===== src/rtl/x86_uop_decoder_pkg.sv =====
// Shared widths, micro-op codes, x86 opcode bytes and decoder states for the
// byte-serial x86-64 micro-op decoder.
package x86_uop_decoder_pkg;

    localparam int OPCODE_W   = 4;
    localparam int IMM_W      = 32;
    localparam int DISP_W     = 32;
    localparam int BIT_MODE_W = 2;

    // Micro-op codes; zero is reserved for an illegal instruction.
    localparam logic [OPCODE_W-1:0] MICRO_NONE = 4'd0;
    localparam logic [OPCODE_W-1:0] MICRO_ADD  = 4'd1;
    localparam logic [OPCODE_W-1:0] MICRO_ADDI = 4'd2;
    localparam logic [OPCODE_W-1:0] MICRO_SLLI = 4'd3;
    localparam logic [OPCODE_W-1:0] MICRO_XOR  = 4'd4;
    localparam logic [OPCODE_W-1:0] MICRO_MOV  = 4'd5;
    localparam logic [OPCODE_W-1:0] MICRO_MOVI = 4'd6;
    localparam logic [OPCODE_W-1:0] MICRO_LEA  = 4'd7;

    localparam logic [BIT_MODE_W-1:0] BIT_MODE_16 = 2'd1;
    localparam logic [BIT_MODE_W-1:0] BIT_MODE_32 = 2'd2;
    localparam logic [BIT_MODE_W-1:0] BIT_MODE_64 = 2'd3;

    // x86 opcode / prefix bytes understood by the decoder.
    localparam logic [7:0] X86_PFX_OPSZ  = 8'h66;
    localparam logic [7:0] X86_ADD_RM_R  = 8'h01;
    localparam logic [7:0] X86_XOR_RM_R  = 8'h31;
    localparam logic [7:0] X86_MOV_RM_R  = 8'h89;
    localparam logic [7:0] X86_LEA       = 8'h8D;
    localparam logic [7:0] X86_GRP1_IZ   = 8'h81;
    localparam logic [7:0] X86_GRP1_IB   = 8'h83;
    localparam logic [7:0] X86_GRP2_IB   = 8'hC1;
    localparam logic [7:0] X86_MOV_RM_IZ = 8'hC7;
    localparam logic [7:0] X86_MOV_R_IMM = 8'hB8;

    // Displacement size selector.
    localparam logic [1:0] DISP_NONE = 2'd0;
    localparam logic [1:0] DISP_8    = 2'd1;
    localparam logic [1:0] DISP_32   = 2'd2;

    // Decoder states.
    localparam logic [2:0] S_OP    = 3'd0;
    localparam logic [2:0] S_MODRM = 3'd1;
    localparam logic [2:0] S_DISP  = 3'd2;
    localparam logic [2:0] S_IMM   = 3'd3;
    localparam logic [2:0] S_EMIT  = 3'd4;

    // Bytes arrive little-endian and are shifted in from the top, so after
    // n bytes the value sits in the upper n bytes of the word.
    function automatic logic [31:0] le_assemble(input logic [31:0] shifted,
                                                input logic [2:0]  nbytes,
                                                input logic        sign_ext);
        logic [31:0] res;
        case (nbytes)
            3'd1:    res = {{24{sign_ext & shifted[31]}}, shifted[31:24]};
            3'd2:    res = {{16{sign_ext & shifted[31]}}, shifted[31:16]};
            default: res = shifted;
        endcase
        return res;
    endfunction

endpackage


===== src/rtl/x86_opcode_classify.sv =====
// Combinational opcode/ModRM classifier: maps an opcode byte (and its ModRM
// byte once available) to micro-op, operand layout and legality.
module x86_opcode_classify
    import x86_uop_decoder_pkg::*;
(
    input  logic [7:0]          opcode,
    input  logic [7:0]          modrm,
    input  logic                modrm_valid,
    input  logic                rex_w,
    input  logic                opsz16,
    output logic [OPCODE_W-1:0] micro,
    output logic                needs_modrm,
    output logic [1:0]          disp_sel,
    output logic [2:0]          imm_bytes,
    output logic                imm_signed,
    output logic                illegal
);

    logic [1:0]          mod_s;
    logic [2:0]          digit_s;
    logic [2:0]          rm_s;
    logic                reg_bad_s;
    logic [2:0]          imm_z_s;
    logic [OPCODE_W-1:0] micro_raw_s;

    // Decode opcode class; ModRM-dependent checks only apply once modrm_valid.
    always_comb begin
        mod_s       = modrm[7:6];
        digit_s     = modrm[5:3];
        rm_s        = modrm[2:0];
        reg_bad_s   = modrm_valid && (mod_s != 2'b11);
        imm_z_s     = (opsz16 && !rex_w) ? 3'd2 : 3'd4;
        micro_raw_s = MICRO_NONE;
        needs_modrm = 1'b1;
        disp_sel    = DISP_NONE;
        imm_bytes   = 3'd0;
        imm_signed  = 1'b1;
        illegal     = 1'b0;
        case (opcode)
            X86_ADD_RM_R: begin
                micro_raw_s = MICRO_ADD;
                illegal     = reg_bad_s;
            end
            X86_XOR_RM_R: begin
                micro_raw_s = MICRO_XOR;
                illegal     = reg_bad_s;
            end
            X86_MOV_RM_R: begin
                micro_raw_s = MICRO_MOV;
                illegal     = reg_bad_s;
            end
            X86_LEA: begin
                micro_raw_s = MICRO_LEA;
                // Register form, SIB and RIP-relative addressing are unsupported.
                illegal     = modrm_valid && ((mod_s == 2'b11) || (rm_s == 3'b100) ||
                                              ((mod_s == 2'b00) && (rm_s == 3'b101)));
                disp_sel    = (mod_s == 2'b01) ? DISP_8 :
                              (mod_s == 2'b10) ? DISP_32 : DISP_NONE;
            end
            X86_GRP1_IZ: begin
                micro_raw_s = MICRO_ADDI;
                imm_bytes   = imm_z_s;
                illegal     = reg_bad_s || (modrm_valid && (digit_s != 3'd0));
            end
            X86_GRP1_IB: begin
                micro_raw_s = MICRO_ADDI;
                imm_bytes   = 3'd1;
                illegal     = reg_bad_s || (modrm_valid && (digit_s != 3'd0));
            end
            X86_GRP2_IB: begin
                micro_raw_s = MICRO_SLLI;
                imm_bytes   = 3'd1;
                imm_signed  = 1'b0;
                illegal     = reg_bad_s || (modrm_valid && (digit_s != 3'd4));
            end
            X86_MOV_RM_IZ: begin
                micro_raw_s = MICRO_MOVI;
                imm_bytes   = imm_z_s;
                illegal     = reg_bad_s || (modrm_valid && (digit_s != 3'd0));
            end
            default: begin
                needs_modrm = 1'b0;
                if ((opcode & 8'hF8) == X86_MOV_R_IMM) begin
                    // B8+r carries imm64 under REX.W, which is not supported.
                    micro_raw_s = MICRO_MOVI;
                    imm_bytes   = imm_z_s;
                    illegal     = rex_w;
                end else begin
                    illegal     = 1'b1;
                end
            end
        endcase
    end

    assign micro = illegal ? MICRO_NONE : micro_raw_s;

endmodule


===== src/rtl/x86_uop_decoder.sv =====
// Byte-serial x86-64 decoder: consumes prefix/opcode/ModRM/disp/imm bytes one
// per cycle and presents one registered micro-op per instruction.
module x86_uop_decoder
    import x86_uop_decoder_pkg::*;
(
    input  logic                  clk,
    input  logic                  rst,
    input  logic                  flush,
    input  logic                  in_valid,
    output logic                  in_ready,
    input  logic [7:0]            in_byte,
    output logic                  uop_valid,
    input  logic                  uop_ready,
    output logic [OPCODE_W-1:0]   uop_opcode,
    output logic [3:0]            uop_rd,
    output logic [3:0]            uop_rs,
    output logic [3:0]            uop_rt,
    output logic [IMM_W-1:0]      uop_imm,
    output logic [DISP_W-1:0]     uop_disp,
    output logic [BIT_MODE_W-1:0] uop_bit_mode,
    output logic [3:0]            uop_len,
    output logic                  uop_illegal
);

    logic [2:0]            state_r;
    logic [7:0]            op_r;
    logic                  opsz16_r;
    logic                  rex_seen_r;
    logic                  rex_w_r;
    logic                  rex_r_r;
    logic                  rex_b_r;
    logic [2:0]            cnt_r;
    logic [2:0]            disp_bytes_r;
    logic [2:0]            imm_bytes_r;
    logic                  imm_signed_r;

    logic [OPCODE_W-1:0]   cls_micro_s;
    logic                  cls_needs_modrm_s;
    logic [1:0]            cls_disp_sel_s;
    logic [2:0]            cls_imm_bytes_s;
    logic                  cls_imm_signed_s;
    logic                  cls_illegal_s;
    logic [7:0]            cls_opcode_s;

    logic                  byte_take_s;
    logic                  is_opsz_s;
    logic                  is_rex_s;
    logic                  bad_s;
    logic                  clear_s;
    logic [3:0]            reg_idx_s;
    logic [3:0]            rm_idx_s;
    logic [BIT_MODE_W-1:0] bit_mode_s;
    logic [31:0]           imm_full_s;
    logic [31:0]           imm_final_s;
    logic [31:0]           disp_final_s;

    assign in_ready = (state_r != S_EMIT);

    x86_opcode_classify u_classify (
        .opcode      (cls_opcode_s),
        .modrm       (in_byte),
        .modrm_valid (state_r == S_MODRM),
        .rex_w       (rex_w_r),
        .opsz16      (opsz16_r),
        .micro       (cls_micro_s),
        .needs_modrm (cls_needs_modrm_s),
        .disp_sel    (cls_disp_sel_s),
        .imm_bytes   (cls_imm_bytes_s),
        .imm_signed  (cls_imm_signed_s),
        .illegal     (cls_illegal_s)
    );

    // Per-byte decode helpers: handshake, prefix detection, legality, field assembly.
    always_comb begin
        byte_take_s  = in_valid && (state_r != S_EMIT);
        clear_s      = rst || flush || ((state_r == S_EMIT) && uop_ready);
        is_opsz_s    = (in_byte == X86_PFX_OPSZ);
        is_rex_s     = (in_byte[7:4] == 4'h4);
        cls_opcode_s = (state_r == S_OP) ? in_byte : op_r;
        reg_idx_s    = {rex_r_r, in_byte[5:3]};
        rm_idx_s     = {rex_b_r, in_byte[2:0]};
        bit_mode_s   = rex_w_r ? BIT_MODE_64 : (opsz16_r ? BIT_MODE_16 : BIT_MODE_32);
        case (state_r)
            S_OP:    bad_s = is_opsz_s ? (opsz16_r || rex_seen_r) :
                             is_rex_s  ? rex_seen_r : cls_illegal_s;
            S_MODRM: bad_s = cls_illegal_s;
            default: bad_s = 1'b0;
        endcase
        imm_full_s   = le_assemble({in_byte, uop_imm[31:8]}, imm_bytes_r, imm_signed_r);
        imm_final_s  = (uop_opcode == MICRO_SLLI) ?
                       (imm_full_s & (rex_w_r ? 32'h0000_003F : 32'h0000_001F)) : imm_full_s;
        disp_final_s = le_assemble({in_byte, uop_disp[31:8]}, disp_bytes_r, 1'b1);
    end

    // Decoder FSM; uop_* registers are built up in place and held while valid.
    always_ff @(posedge clk) begin
        if (clear_s) begin
            state_r      <= S_OP;
            op_r         <= 8'h00;
            opsz16_r     <= 1'b0;
            rex_seen_r   <= 1'b0;
            rex_w_r      <= 1'b0;
            rex_r_r      <= 1'b0;
            rex_b_r      <= 1'b0;
            cnt_r        <= 3'd0;
            disp_bytes_r <= 3'd0;
            imm_bytes_r  <= 3'd0;
            imm_signed_r <= 1'b0;
            uop_valid    <= 1'b0;
            uop_opcode   <= MICRO_NONE;
            uop_rd       <= 4'd0;
            uop_rs       <= 4'd0;
            uop_rt       <= 4'd0;
            uop_imm      <= 32'd0;
            uop_disp     <= 32'd0;
            uop_bit_mode <= 2'd0;
            uop_len      <= 4'd0;
            uop_illegal  <= 1'b0;
        end else if (byte_take_s) begin
            uop_len <= uop_len + 4'd1;
            if (bad_s) begin
                uop_opcode  <= MICRO_NONE;
                uop_illegal <= 1'b1;
                uop_valid   <= 1'b1;
                state_r     <= S_EMIT;
            end else begin
                case (state_r)
                    S_OP: begin
                        if (is_opsz_s) begin
                            opsz16_r <= 1'b1;
                        end else if (is_rex_s) begin
                            rex_seen_r <= 1'b1;
                            rex_w_r    <= in_byte[3];
                            rex_r_r    <= in_byte[2];
                            rex_b_r    <= in_byte[0];
                        end else begin
                            op_r         <= in_byte;
                            uop_bit_mode <= bit_mode_s;
                            if (cls_needs_modrm_s) begin
                                state_r <= S_MODRM;
                            end else begin
                                uop_opcode   <= cls_micro_s;
                                uop_rd       <= rm_idx_s;
                                imm_bytes_r  <= cls_imm_bytes_s;
                                imm_signed_r <= cls_imm_signed_s;
                                cnt_r        <= cls_imm_bytes_s;
                                state_r      <= S_IMM;
                            end
                        end
                    end
                    S_MODRM: begin
                        uop_opcode   <= cls_micro_s;
                        imm_bytes_r  <= cls_imm_bytes_s;
                        imm_signed_r <= cls_imm_signed_s;
                        case (cls_micro_s)
                            MICRO_ADD, MICRO_XOR: begin
                                uop_rd <= rm_idx_s;
                                uop_rs <= rm_idx_s;
                                uop_rt <= reg_idx_s;
                            end
                            MICRO_MOV: begin
                                uop_rd <= rm_idx_s;
                                uop_rt <= reg_idx_s;
                            end
                            MICRO_LEA: begin
                                uop_rd <= reg_idx_s;
                                uop_rs <= rm_idx_s;
                            end
                            MICRO_MOVI: begin
                                uop_rd <= rm_idx_s;
                            end
                            default: begin
                                uop_rd <= rm_idx_s;
                                uop_rs <= rm_idx_s;
                            end
                        endcase
                        if (cls_disp_sel_s != DISP_NONE) begin
                            disp_bytes_r <= (cls_disp_sel_s == DISP_8) ? 3'd1 : 3'd4;
                            cnt_r        <= (cls_disp_sel_s == DISP_8) ? 3'd1 : 3'd4;
                            state_r      <= S_DISP;
                        end else if (cls_imm_bytes_s != 3'd0) begin
                            cnt_r   <= cls_imm_bytes_s;
                            state_r <= S_IMM;
                        end else begin
                            uop_valid <= 1'b1;
                            state_r   <= S_EMIT;
                        end
                    end
                    S_DISP: begin
                        if (cnt_r == 3'd1) begin
                            uop_disp <= disp_final_s;
                            if (imm_bytes_r != 3'd0) begin
                                cnt_r   <= imm_bytes_r;
                                state_r <= S_IMM;
                            end else begin
                                uop_valid <= 1'b1;
                                state_r   <= S_EMIT;
                            end
                        end else begin
                            uop_disp <= {in_byte, uop_disp[31:8]};
                            cnt_r    <= cnt_r - 3'd1;
                        end
                    end
                    S_IMM: begin
                        if (cnt_r == 3'd1) begin
                            uop_imm   <= imm_final_s;
                            uop_valid <= 1'b1;
                            state_r   <= S_EMIT;
                        end else begin
                            uop_imm <= {in_byte, uop_imm[31:8]};
                            cnt_r   <= cnt_r - 3'd1;
                        end
                    end
                    default: begin
                        state_r <= S_OP;
                    end
                endcase
            end
        end
    end

endmodule


===== config.mk =====
export PLATFORM = sky130hd
export DESIGN_NAME = x86_uop_decoder
export DESIGN_NICKNAME = d
export VERILOG_FILES = /design/src/rtl/x86_uop_decoder_pkg.sv /design/src/rtl/x86_opcode_classify.sv /design/src/rtl/x86_uop_decoder.sv
export SDC_FILE = /design/constraint.sdc
export NUM_CORES = 1
export LEC_CHECK = 0
export BUFFER_PORTS_ARGS = -buffer_cell sky130_fd_sc_hd__buf_2
export CAP_MARGIN = 10
export CORE_ASPECT_RATIO = 0.75
export CORE_UTILIZATION = 56
export CTS_BUF_LIST = sky130_fd_sc_hd__clkbuf_16
export DETAILED_ROUTE_END_ITERATION = 8
export HOLD_SLACK_MARGIN = 0.06
export PLACE_DENSITY_LB_ADDON = 0.15
export SETUP_SLACK_MARGIN = 0.1
export SLEW_MARGIN = 20
export SYNTH_ARGS = -nofsm -noshare
export SYNTH_HDL_FRONTEND = slang
export SYNTH_SLANG_ARGS = --single-unit
export TNS_END_PERCENT = 20

===== constraint.sdc =====
create_clock -name clk -period 3.5 [get_ports clk]
set_clock_uncertainty 0.2 [all_clocks]
set_input_delay 0.525 -clock clk [delete_from_list [all_inputs] [get_ports clk]]
set_output_delay 0.525 -clock clk [all_outputs]
set_load 0.01 [all_outputs]

==> results.sh, run 1 <==
export IMPL_cts_sinks=112
export IMPL_drc_errors=0
export IMPL_cts_buffers=9
export IMPL_mostFrequentLayoutCells="nor2_1, dfxtp_1, buf_2"
export IMPL_syn_to_final_growth_pct=21.4
export IMPL_place_ws_ps=-6.12
export IMPL_synth_edff_count=0
export IMPL_clk_path_buf_depth=2
export IMPL_max_vdd_ir_drop_uv=300
export IMPL_path_buf_inv=3
export IMPL_critPathMaxStageDelay_ps=600
export IMPL_reg2reg_from="state_r[0]"
export IMPL_syn_nets=775
export IMPL_antenna_left=0
export IMPL_io_buffers=100
export IMPL_drive_gt1_share_pct=22.3
export IMPL_clock_latency_ps=350
export IMPL_cts_clk_slew_worst_paths_ps=80
export IMPL_status="finished, final reports clean"
export IMPL_r2r_end="uop_valid"
export IMPL_p_leak_nw=2.92
export IMPL_htreeDepth=3
export IMPL_cts_setup_buffers=0
export IMPL_cap_viol_max_count=0
export IMPL_start_util_pct=58.9
export IMPL_fin_ws_ps=192
export IMPL_grt_pass1_vias=5643
export IMPL_wl_um=19200
export IMPL_grt_pass1_wl_um=30400
export IMPL_finalCritPeriodShare_pct=94.5
export IMPL_crit_family="simple AND/OR/NAND/NOR gates"
export IMPL_synthArstFlopShare_pct=0
export IMPL_die_h_um=90.3
export IMPL_antenna_found_initial=0
export IMPL_period_needed_ps=3310
export IMPL_io_pins=102
export IMPL_grt_ovfl_total=0
export IMPL_max_freq_mhz=302
export IMPL_cts_root_buf="clkbuf_16"
export IMPL_worst_hold_path_endpoint="uop_valid"
export IMPL_path_cells="buf_4 > or4_1 > buf_4 > or3_1 > o211ai_1 > or2_2 > a21oi_2 > o31ai_1 > buf_4 > a21oi_1"
export IMPL_slowest_stage="or4_1"
export IMPL_design_core_area_sq_mm=0.00989
export IMPL_hp_start="uop_valid"
export IMPL_routedWlPerCell_um=19.2
export IMPL_setup_tns_ps=0
export IMPL_rows=31
export IMPL_setup_viol=0
export IMPL_yosysUniqueCellTypes=72
export IMPL_slew_viol_final=0
export IMPL_viasPerCell=6.31
export IMPL_cp_startpoint="state_r[0]"
export IMPL_syn_area_per_cell_sq_um=7.67
export IMPL_dieWidth_um=120
export IMPL_relSlewSlack_pct=33.3
export IMPL_cp_required_ps=3520
export IMPL_crit_path_start_kind="flop"
export IMPL_hold_path_class="reg -> reg"
export IMPL_reg2reg_depth=10
export IMPL_syn_area_sq_mm=0.00582
export IMPL_cts_tree="yes"
export IMPL_arrival_ps=3330
export IMPL_drt_iter0_drc=663
export IMPL_place_congestion=0.964
export IMPL_final_nets=881
export IMPL_finalPower_w=0.00285
export IMPL_whs_path_depth=2
export IMPL_first_pass_iters=5
export IMPL_cp_end_kind="flop"
export IMPL_crit_top_cell="buf_4"
export IMPL_n_antenna_cell=0
export IMPL_yosysSeqAreaShare_pct=38.5
export IMPL_rsz0062_at_grt="yes"
export IMPL_critPathKind="reg -> reg"
export IMPL_ys_flop_type="dfxtp_1"
export IMPL_via_count=6323
export IMPL_grt_usage_pct=35.7
export IMPL_hold_viol_final=0
export IMPL_worstMarginPinSlew_ps=997
export IMPL_p_per_area_mw_per_mm2=403
export IMPL_path_max_fanout=22
export IMPL_final_common_cell="nor2_1"
export IMPL_rrSetupSlack_ps=190
export IMPL_syn_inst=759
export IMPL_yosys_register_bits=112
export IMPL_fp_dieArea_sq_mm=0.0108
export IMPL_hpwl_um=13600
export IMPL_grt_max_degree=36
export IMPL_ys_warn_count=0
-- where the power goes --
part,internal (W),total [W],switching [W]
clock,0.000651,0.00117,0.000523
sequential,0.00129,0.00130,0.0000128
combinational,0.000132,0.000375,0.000243
-- tightest hold or removal path, cell delays in order, from the launching register on --
cell and delay, ps:
dfxtp_1 310, inv_1 50, a21oi_1 50
-- worst max-delay path by stage --
| stage | endpoint | slack [ps] | depth (start not counted) |
|---|---|---|---|
| finish | uop_valid | 190 | 10 |
| global route | uop_rd[1] | 80 | 9 |
| CTS | uop_rd[1] | 140 | 9 |
| detailed placement | uop_rd[1] | -6 | 9 |
| global placement | uop_rd[2] | 120 | 9 |
| floorplan | uop_rd[0] | 250 | 11 |
-- per-stage QoR --
| stage | util (%) | std cells | hold slack, ps | cell area (sq um) |
|---|---|---|---|---|
| final | 71.4 | 1002 | 261 | 7070 |
| after global routing | 71.4 | 1002 | 285 | 7070 |
| after CTS | 71.2 | 1002 | 273 | 7050 |
| after detailed placement | 67.7 | 986 | 257 | 6700 |
| after global placement | 67.7 | 986 | 228 | 6700 |
| after floorplan | - | 759 | 250 | 5820 |
-- final cells by class --
cell class                 instances  area (sq um)
clock buffer                       9           225
clock inverter                     7           123
fill                             823          2820
inverter                          10          37.5
multi-input combinational        573          3300
sequential                       112          2240
tap                              132           165
timing repair buffer             159           972
-- cell usage after synthesis, drive strengths merged, types with 11 or more instances --
cell / number / area share (%)
o21ai: 72 / 6.2
nand2b: 11 / 1.2
or3: 13 / 1.4
mux2i: 19 / 3.3
nand2: 42 / 2.7
a21oi: 93 / 8.1
nand3: 18 / 1.5
dfxtp: 112 / 39
nor2: 121 / 7.8
buf: 16 / 1.6
nor3: 23 / 2.0
a211oi: 27 / 3.7
clkbuf: 48 / 3.1
-- repair_timing --
| action | 4_1_cts | 5_1_grt |
|---|---|---|
| setup endpoints to repair | 0 | 26 |
| gates resized for setup | 0 | 4 |
| hold buffers | 0 | 0 |
-- kinds of logic after synthesis --
kind of cell,synth area share [%]
compound gates,26.1
xor+xnor,0.752
fa+ha+maj,0.645
buf+inv,5.35
flops,38.5
mux,3.46
other cells,0.0644
simple gates,25.1
-- flip-flops by register name, summed over array words and instances (netlist names) --
register	flops
uop_rt	4
uop_rd	4
imm_bytes_r	3
op_r	8
uop_valid	1
state_r	3
uop_len	4
uop_rs	4
rex_seen_r	1
cnt_r	3
uop_opcode	3
disp_bytes_r	2
imm_signed_r	1
uop_illegal	1
opsz16_r	1
rex_w_r	1
uop_disp	32
uop_bit_mode	2
rex_r_r	1
rex_b_r	1
uop_imm	32
-- routing by layer --
metal	global-route usage, %	routed length [um]
met1	51.8	8550
met2	53.2	8310
met3	9.60	2120
met4	6.67	260
met5	0	0
No activity file was read; power rests on OpenSTA's default activity.
==> run 2, diff against run 1 <==
--- a/config.mk
+++ b/config.mk
@@ -7,9 +7,12 @@
 export LEC_CHECK = 0
 export BUFFER_PORTS_ARGS = -buffer_cell sky130_fd_sc_hd__buf_2
 export CAP_MARGIN = 10
+export CELL_PAD_IN_SITES_DETAIL_PLACEMENT = 1
+export CELL_PAD_IN_SITES_GLOBAL_PLACEMENT = 2
 export CORE_ASPECT_RATIO = 0.75
-export CORE_UTILIZATION = 56
+export CORE_UTILIZATION = 32
 export CTS_BUF_LIST = sky130_fd_sc_hd__clkbuf_16
+export CTS_CLUSTER_DIAMETER = 30
 export DETAILED_ROUTE_END_ITERATION = 8
 export HOLD_SLACK_MARGIN = 0.06
 export PLACE_DENSITY_LB_ADDON = 0.15
==> run 2 against run 1 <==
Compared with the run above:
- maximum frequency decreased by 1.3%
- register-to-register slack lost 40 ps
- non-clock buffer count increased by 9
- clock power decreased by 15%
- routed wire length is 16% higher
==> results.sh, run 2 (synthesis results as in run 1) <==
export IMPL_setup_tns_ps=0
export IMPL_grt_pass1_wl_um=34900
export IMPL_r2r_end="imm_bytes_r[2]"
export IMPL_grt_usage_pct=24.3
export IMPL_final_common_cell="nor2_1"
export IMPL_p_comb_share_pct=14.8
export IMPL_reg2reg_from="op_r[2]"
export IMPL_io_pins=102
export IMPL_dieWidth_um=158
export IMPL_htreeDepth=3
export IMPL_regArea_sq_mm=0.00224
export IMPL_holdWs_ps=255
export IMPL_switchingPower_w=0.000777
export IMPL_seq_power_share_pct=48.3
export IMPL_rsz0062_at_grt="yes"
export IMPL_multi_input_area_sq_mm=0.00331
export IMPL_p_leak_nw=2.93
export IMPL_top_layer_used="met4"
export IMPL_p_per_area_mw_per_mm2=374
export IMPL_first_pass_iters=5
export IMPL_antenna_left=0
export IMPL_slew_viol_final=0
export IMPL_mostFrequentLayoutCells="nor2_1, dfxtp_1, buf_2"
export IMPL_met3_length_um=1310
export IMPL_drc_errors=0
export IMPL_io_buffers=100
export IMPL_place_congestion=0.910
export IMPL_start_util_pct=32.9
export IMPL_critPathKind="reg -> reg"
export IMPL_slowest_stage="dfxtp_1"
export IMPL_viasPerCell=5.52
export IMPL_final_nets=890
export IMPL_relSlewSlack_pct=27.2
export IMPL_whs_path_depth=2
export IMPL_finalCritPeriodShare_pct=95.8
export IMPL_cts_root_buf="clkbuf_16"
export IMPL_crit_path_start_kind="flop"
export IMPL_max_freq_mhz=298
export IMPL_rrSetupSlack_ps=150
export IMPL_hold_viol_final=0
export IMPL_clk_path_buf_depth=2
export IMPL_grt_pass1_vias=6014
export IMPL_cts_sinks=112
export IMPL_period_needed_ps=3350
export IMPL_internal_power_w=0.00192
export IMPL_fin_cells=1120
export IMPL_grt_ovfl_total=0
export IMPL_via_count=6183
export IMPL_n_antenna_cell=0
export IMPL_wl_um=22300
export IMPL_die_h_um=119
export IMPL_worstMarginPinSlew_ps=1090
export IMPL_drive_gt1_share_pct=22.9
export IMPL_path_cells="inv_1 > o21ba_2 > o21ai_0 > a211oi_4 > o31ai_1 > buf_4 > and3_1 > a21boi_0 > o21a_1"
export IMPL_sw_frac_of_total_pct=28.8
export IMPL_cts_buffers=9
export IMPL_arrival_ps=3400
export IMPL_cap_viol_max_count=0
export IMPL_wl_met1_um=11200
export IMPL_routedWlPerCell_um=19.9
export IMPL_path_max_fanout=10
export IMPL_max_vdd_ir_drop_uv=190
export IMPL_syn_to_final_growth_pct=23.7
export IMPL_cp_end_kind="flop"
export IMPL_design_core_area_sq_mm=0.0177
export IMPL_cp_required_ps=3540
export IMPL_drt_iter0_drc=576
export IMPL_setup_viol=0
export IMPL_cts_clk_slew_worst_paths_ps=70
export IMPL_placed_cells=1104
export IMPL_worst_hold_path_endpoint="uop_valid"
export IMPL_cts_hold_buf=0
export IMPL_grt_max_degree=42
export IMPL_design_area_sq_mm=0.00720
export IMPL_reg2reg_depth=9
export IMPL_clock_latency_ps=350
export IMPL_hpwl_um=16600
export IMPL_wl_met2_um=9530
export IMPL_fp_dieArea_sq_mm=0.0187
export IMPL_critPathMaxStageDelay_ps=650
export IMPL_fillers=2218
export IMPL_reg_top3="uop_disp: 32 flops, uop_imm: 32 flops, op_r: 8 flops"
export IMPL_place_area_sq_mm=0.00691
export IMPL_status="finished, final reports clean"
export IMPL_antenna_found_initial=0
export IMPL_rows=42
export IMPL_pwr_share_clk_pct=36.9
export IMPL_hold_path_class="reg -> reg"
export IMPL_hp_start="uop_valid"
export IMPL_cts_tree="yes"
==> run 2: changes by cell type in the layout (fill, tap and decap cells not counted), moves of 2 or more <==
cell | before | now
buf_4 | 56 | 66
bufinv_16 | 2 | 0
clkinv_4 | 0 | 2
clkinv_8 | 2 | 0
==> run 2: repair_timing <==
action	in CTS	in global routing
setup endpoints to repair	0	21
setup buffers	0	1
gates resized for setup	0	3
==> run 2: power by group through the flow <==
stage | combinational, W | sequential [W] | clock (W)
global route | 0.000428 | 0.00130 | 0.00108
global placement | 0.000381 | 0.00133 | 0
floorplan | 0.000218 | 0.00133 | 0
CTS | 0.000390 | 0.00130 | 0.00103
detailed placement | 0.000388 | 0.00133 | 0
finish | 0.000399 | 0.00130 | 0.000996
==> run 2: how the worst max path moves through the flow <==
stage	from	to	slack (ps)	cells after the start
2_1_floorplan	in_byte[7]	uop_rd[0]	250	11
3_3_place_gp	in_byte[4]	disp_bytes_r[2]	160	9
3_5_place_dp	in_byte[4]	disp_bytes_r[2]	20	9
4_1_cts	state_r[1]	uop_rd[2]	180	9
5_1_grt	state_r[1]	uop_rd[0]	70	9
6_report	op_r[2]	imm_bytes_r[2]	150	9
==> run 2: per-stage QoR <==
stage	util [%]	total power (W)	setup WS, ps
final	40.7	0.00270	147
after CTS	40.6	0.00272	182
after floorplan	-	0.00155	252
after global routing	40.7	0.00281	69.1
after detailed placement	39.0	0.00172	19.2
after global placement	39.0	0.00171	156
==> run 2: worst max-delay path, delay by kind of cell (launching register included) <==
kind	cells	cell delay, ps
AO/OA/AOI/OAI	6	1630
buffers and inverters	2	450
flip-flops	1	650
AND/OR/NAND/NOR	1	310
==> run 2: layout make-up <==
cell class | count | share of cell area [%]
clock buffer | 9 | 3.13
clock inverter | 6 | 0.729
inverter | 10 | 0.521
multi-input combinational | 573 | 45.9
sequential | 112 | 31.1
tap | 242 | 4.20
timing repair buffer | 168 | 14.4
==> run 2: metal layers <==
metal	up-vias	global-route usage, %
met2	184	36.4
met3	20	5.35
li1	2964	-
met5	-	0
met4	0	4.55
met1	3015	35.3
==> run 3, diff against run 2 <==
--- a/config.mk
+++ b/config.mk
@@ -10,8 +10,8 @@
 export CELL_PAD_IN_SITES_DETAIL_PLACEMENT = 1
 export CELL_PAD_IN_SITES_GLOBAL_PLACEMENT = 2
 export CORE_ASPECT_RATIO = 0.75
-export CORE_UTILIZATION = 32
-export CTS_BUF_LIST = sky130_fd_sc_hd__clkbuf_16
+export CORE_UTILIZATION = 33
+export CTS_BUF_LIST = sky130_fd_sc_hd__clkbuf_8
 export CTS_CLUSTER_DIAMETER = 30
 export DETAILED_ROUTE_END_ITERATION = 8
 export HOLD_SLACK_MARGIN = 0.06
==> run 3 against run 2 <==
Compared with the run above:
- sequential cell count is the same
- combinational power hardly changed
- maximum frequency rose by 0.33%
- design area shrank 1.8%
- register-to-register slack about the same
- non-clock buffer count shrank 4
- worst hold slack worse by 3.1 ps
- setup slack improved by 11 ps
- critical path type unchanged
- die area fell by 3.0%
- first-iteration DRC count is 32% lower
- global-route usage up 1.3 points
- critical path depth grew 1
==> results.sh, run 3 (synthesis results as in run 1) <==
export IMPL_drt_iter0_drc=392
export IMPL_status="finished, final reports clean"
export IMPL_rows=41
export IMPL_cp_required_ps=3570
export IMPL_hold_path_class="reg -> reg"
export IMPL_worstMarginPinSlew_ps=926
export IMPL_cts_clk_slew_worst_paths_ps=120
export IMPL_io_pins=102
export IMPL_wl_um=22700
export IMPL_hold_viol_final=0
export IMPL_n_antenna_cell=0
export IMPL_mostFrequentLayoutCells="nor2_1, dfxtp_1, buf_2"
export IMPL_via_count=6218
export IMPL_setup_viol=0
export IMPL_final_nets=886
export IMPL_critPathKind="reg -> reg"
export IMPL_hpwl_um=17000
export IMPL_fp_dieArea_sq_mm=0.0182
export IMPL_place_congestion=0.883
export IMPL_grt_ovfl_total=0
export IMPL_slew_viol_final=0
export IMPL_routedWlPerCell_um=20.5
export IMPL_max_freq_mhz=299
export IMPL_cts_buffers=9
export IMPL_first_pass_iters=5
export IMPL_grt_usage_pct=25.6
export IMPL_clock_latency_ps=400
export IMPL_regArea_sq_mm=0.00224
export IMPL_design_core_area_sq_mm=0.0170
export IMPL_final_common_cell="nor2_1"
export IMPL_finalCritPeriodShare_pct=95.5
export IMPL_viasPerCell=5.60
export IMPL_start_util_pct=34.2
export IMPL_cap_viol_max_count=0
export IMPL_relSlewSlack_pct=37.8
export IMPL_syn_to_final_growth_pct=21.5
export IMPL_cts_sinks=112
export IMPL_clk_path_buf_depth=2
export IMPL_cts_root_buf="clkbuf_8"
export IMPL_setup_tns_ps=0
export IMPL_crit_path_start_kind="flop"
export IMPL_antenna_found_initial=1
export IMPL_drive_gt1_share_pct=22.7
export IMPL_cts_tree="yes"
export IMPL_finalPower_w=0.00249
export IMPL_htreeDepth=3
export IMPL_max_vdd_ir_drop_uv=162
export IMPL_cp_end_kind="flop"
export IMPL_fin_cells=1111
export IMPL_grt_pass1_wl_um=35400
export IMPL_path_max_fanout=22
export IMPL_rsz0062_at_grt="yes"
export IMPL_die_h_um=117
export IMPL_placed_cells=1094
export IMPL_grt_max_degree=49
export IMPL_cts_hold_buf=0
export IMPL_dieWidth_um=155
export IMPL_fillers=2193
export IMPL_arrival_ps=3410
export IMPL_period_needed_ps=3340
export IMPL_p_per_area_mw_per_mm2=352
export IMPL_grt_pass1_vias=6126
export IMPL_drc_errors=0
export IMPL_io_buffers=100
export IMPL_antenna_left=0
export IMPL_reg_top3="uop_disp: 32 flops, uop_imm: 32 flops, op_r: 8 flops"
export IMPL_multi_input_area_sq_mm=0.00331
export IMPL_p_leak_nw=2.88
## run 3: what timing repair did
| item | CTS | global route |
|---|---|---|
| setup endpoints to repair | 0 | 27 |
| resized for setup | 0 | 4 |
| buffers inserted | 0 | 1 |
## run 3: power by group
part	leakage [nW]	internal [W]	total, W	switching (W)
Sequential	0.903	0.00129	0.00130	0.0000123
Combinational	1.88	0.000133	0.000396	0.000263
Clock	0.0970	0.000280	0.000795	0.000515
## run 3: worst max-delay path: stages, from the launching register on
cell and delay [ps]:
dfxtp_1 340, buf_4 210, or4_1 570, buf_4 180, or3_1 340, o211ai_1 200
or2_2 260, a21oi_4 120, o31ai_1 520, buf_4 200, a21oi_1 50
## run 3: path summary, 6_finish.rpt
check                   from          to  slack (ps)  depth (start not counted)
setup / recovery  state_r[0]  state_r[2]         160                         10
hold / removal     uop_valid   uop_valid         250                          2
setup reg to reg  state_r[0]  state_r[2]         160                         10
hold reg to reg    uop_valid   uop_valid         250                          2
## run 3: metal layers
| metal | up-vias | part of all wire (%) | wire (um) | track usage (%) |
|---|---|---|---|---|
| met1 | 3046 | 49 | 11100 | 35.8 |
| met5 | - | 0 | 0 | 0 |
| met4 | 0 | 1.6 | 373 | 6.47 |
| met3 | 29 | 7.0 | 1580 | 6.04 |
| li1 | 2954 | - | - | - |
| met2 | 189 | 43 | 9720 | 39.6 |
## run 3: through the flow
| step | hold slack (ps) | cell area [sq um] | util, % | setup WS [ps] |
|---|---|---|---|---|
| 2_1_floorplan | 250 | 5820 | - | 252 |
| 3_5_place_dp | 237 | 6850 | 40.2 | 3.70 |
| 4_1_cts | 256 | 7050 | 41.4 | 157 |
| 5_1_grt | 293 | 7080 | 41.6 | 31.3 |
| 3_3_place_gp | 231 | 6850 | 40.2 | 8.98 |
| 6_report | 251 | 7080 | 41.6 | 158 |
## run 3: area by class of cell
class | count | share of cell area (%)
clock buffers | 9 | 1.75
clock inverters | 7 | 1.10
inverters | 10 | 0.530
multi-input cells | 573 | 46.7
flip-flops and latches | 112 | 31.7
well taps | 236 | 4.17
repair buffers | 164 | 14.0
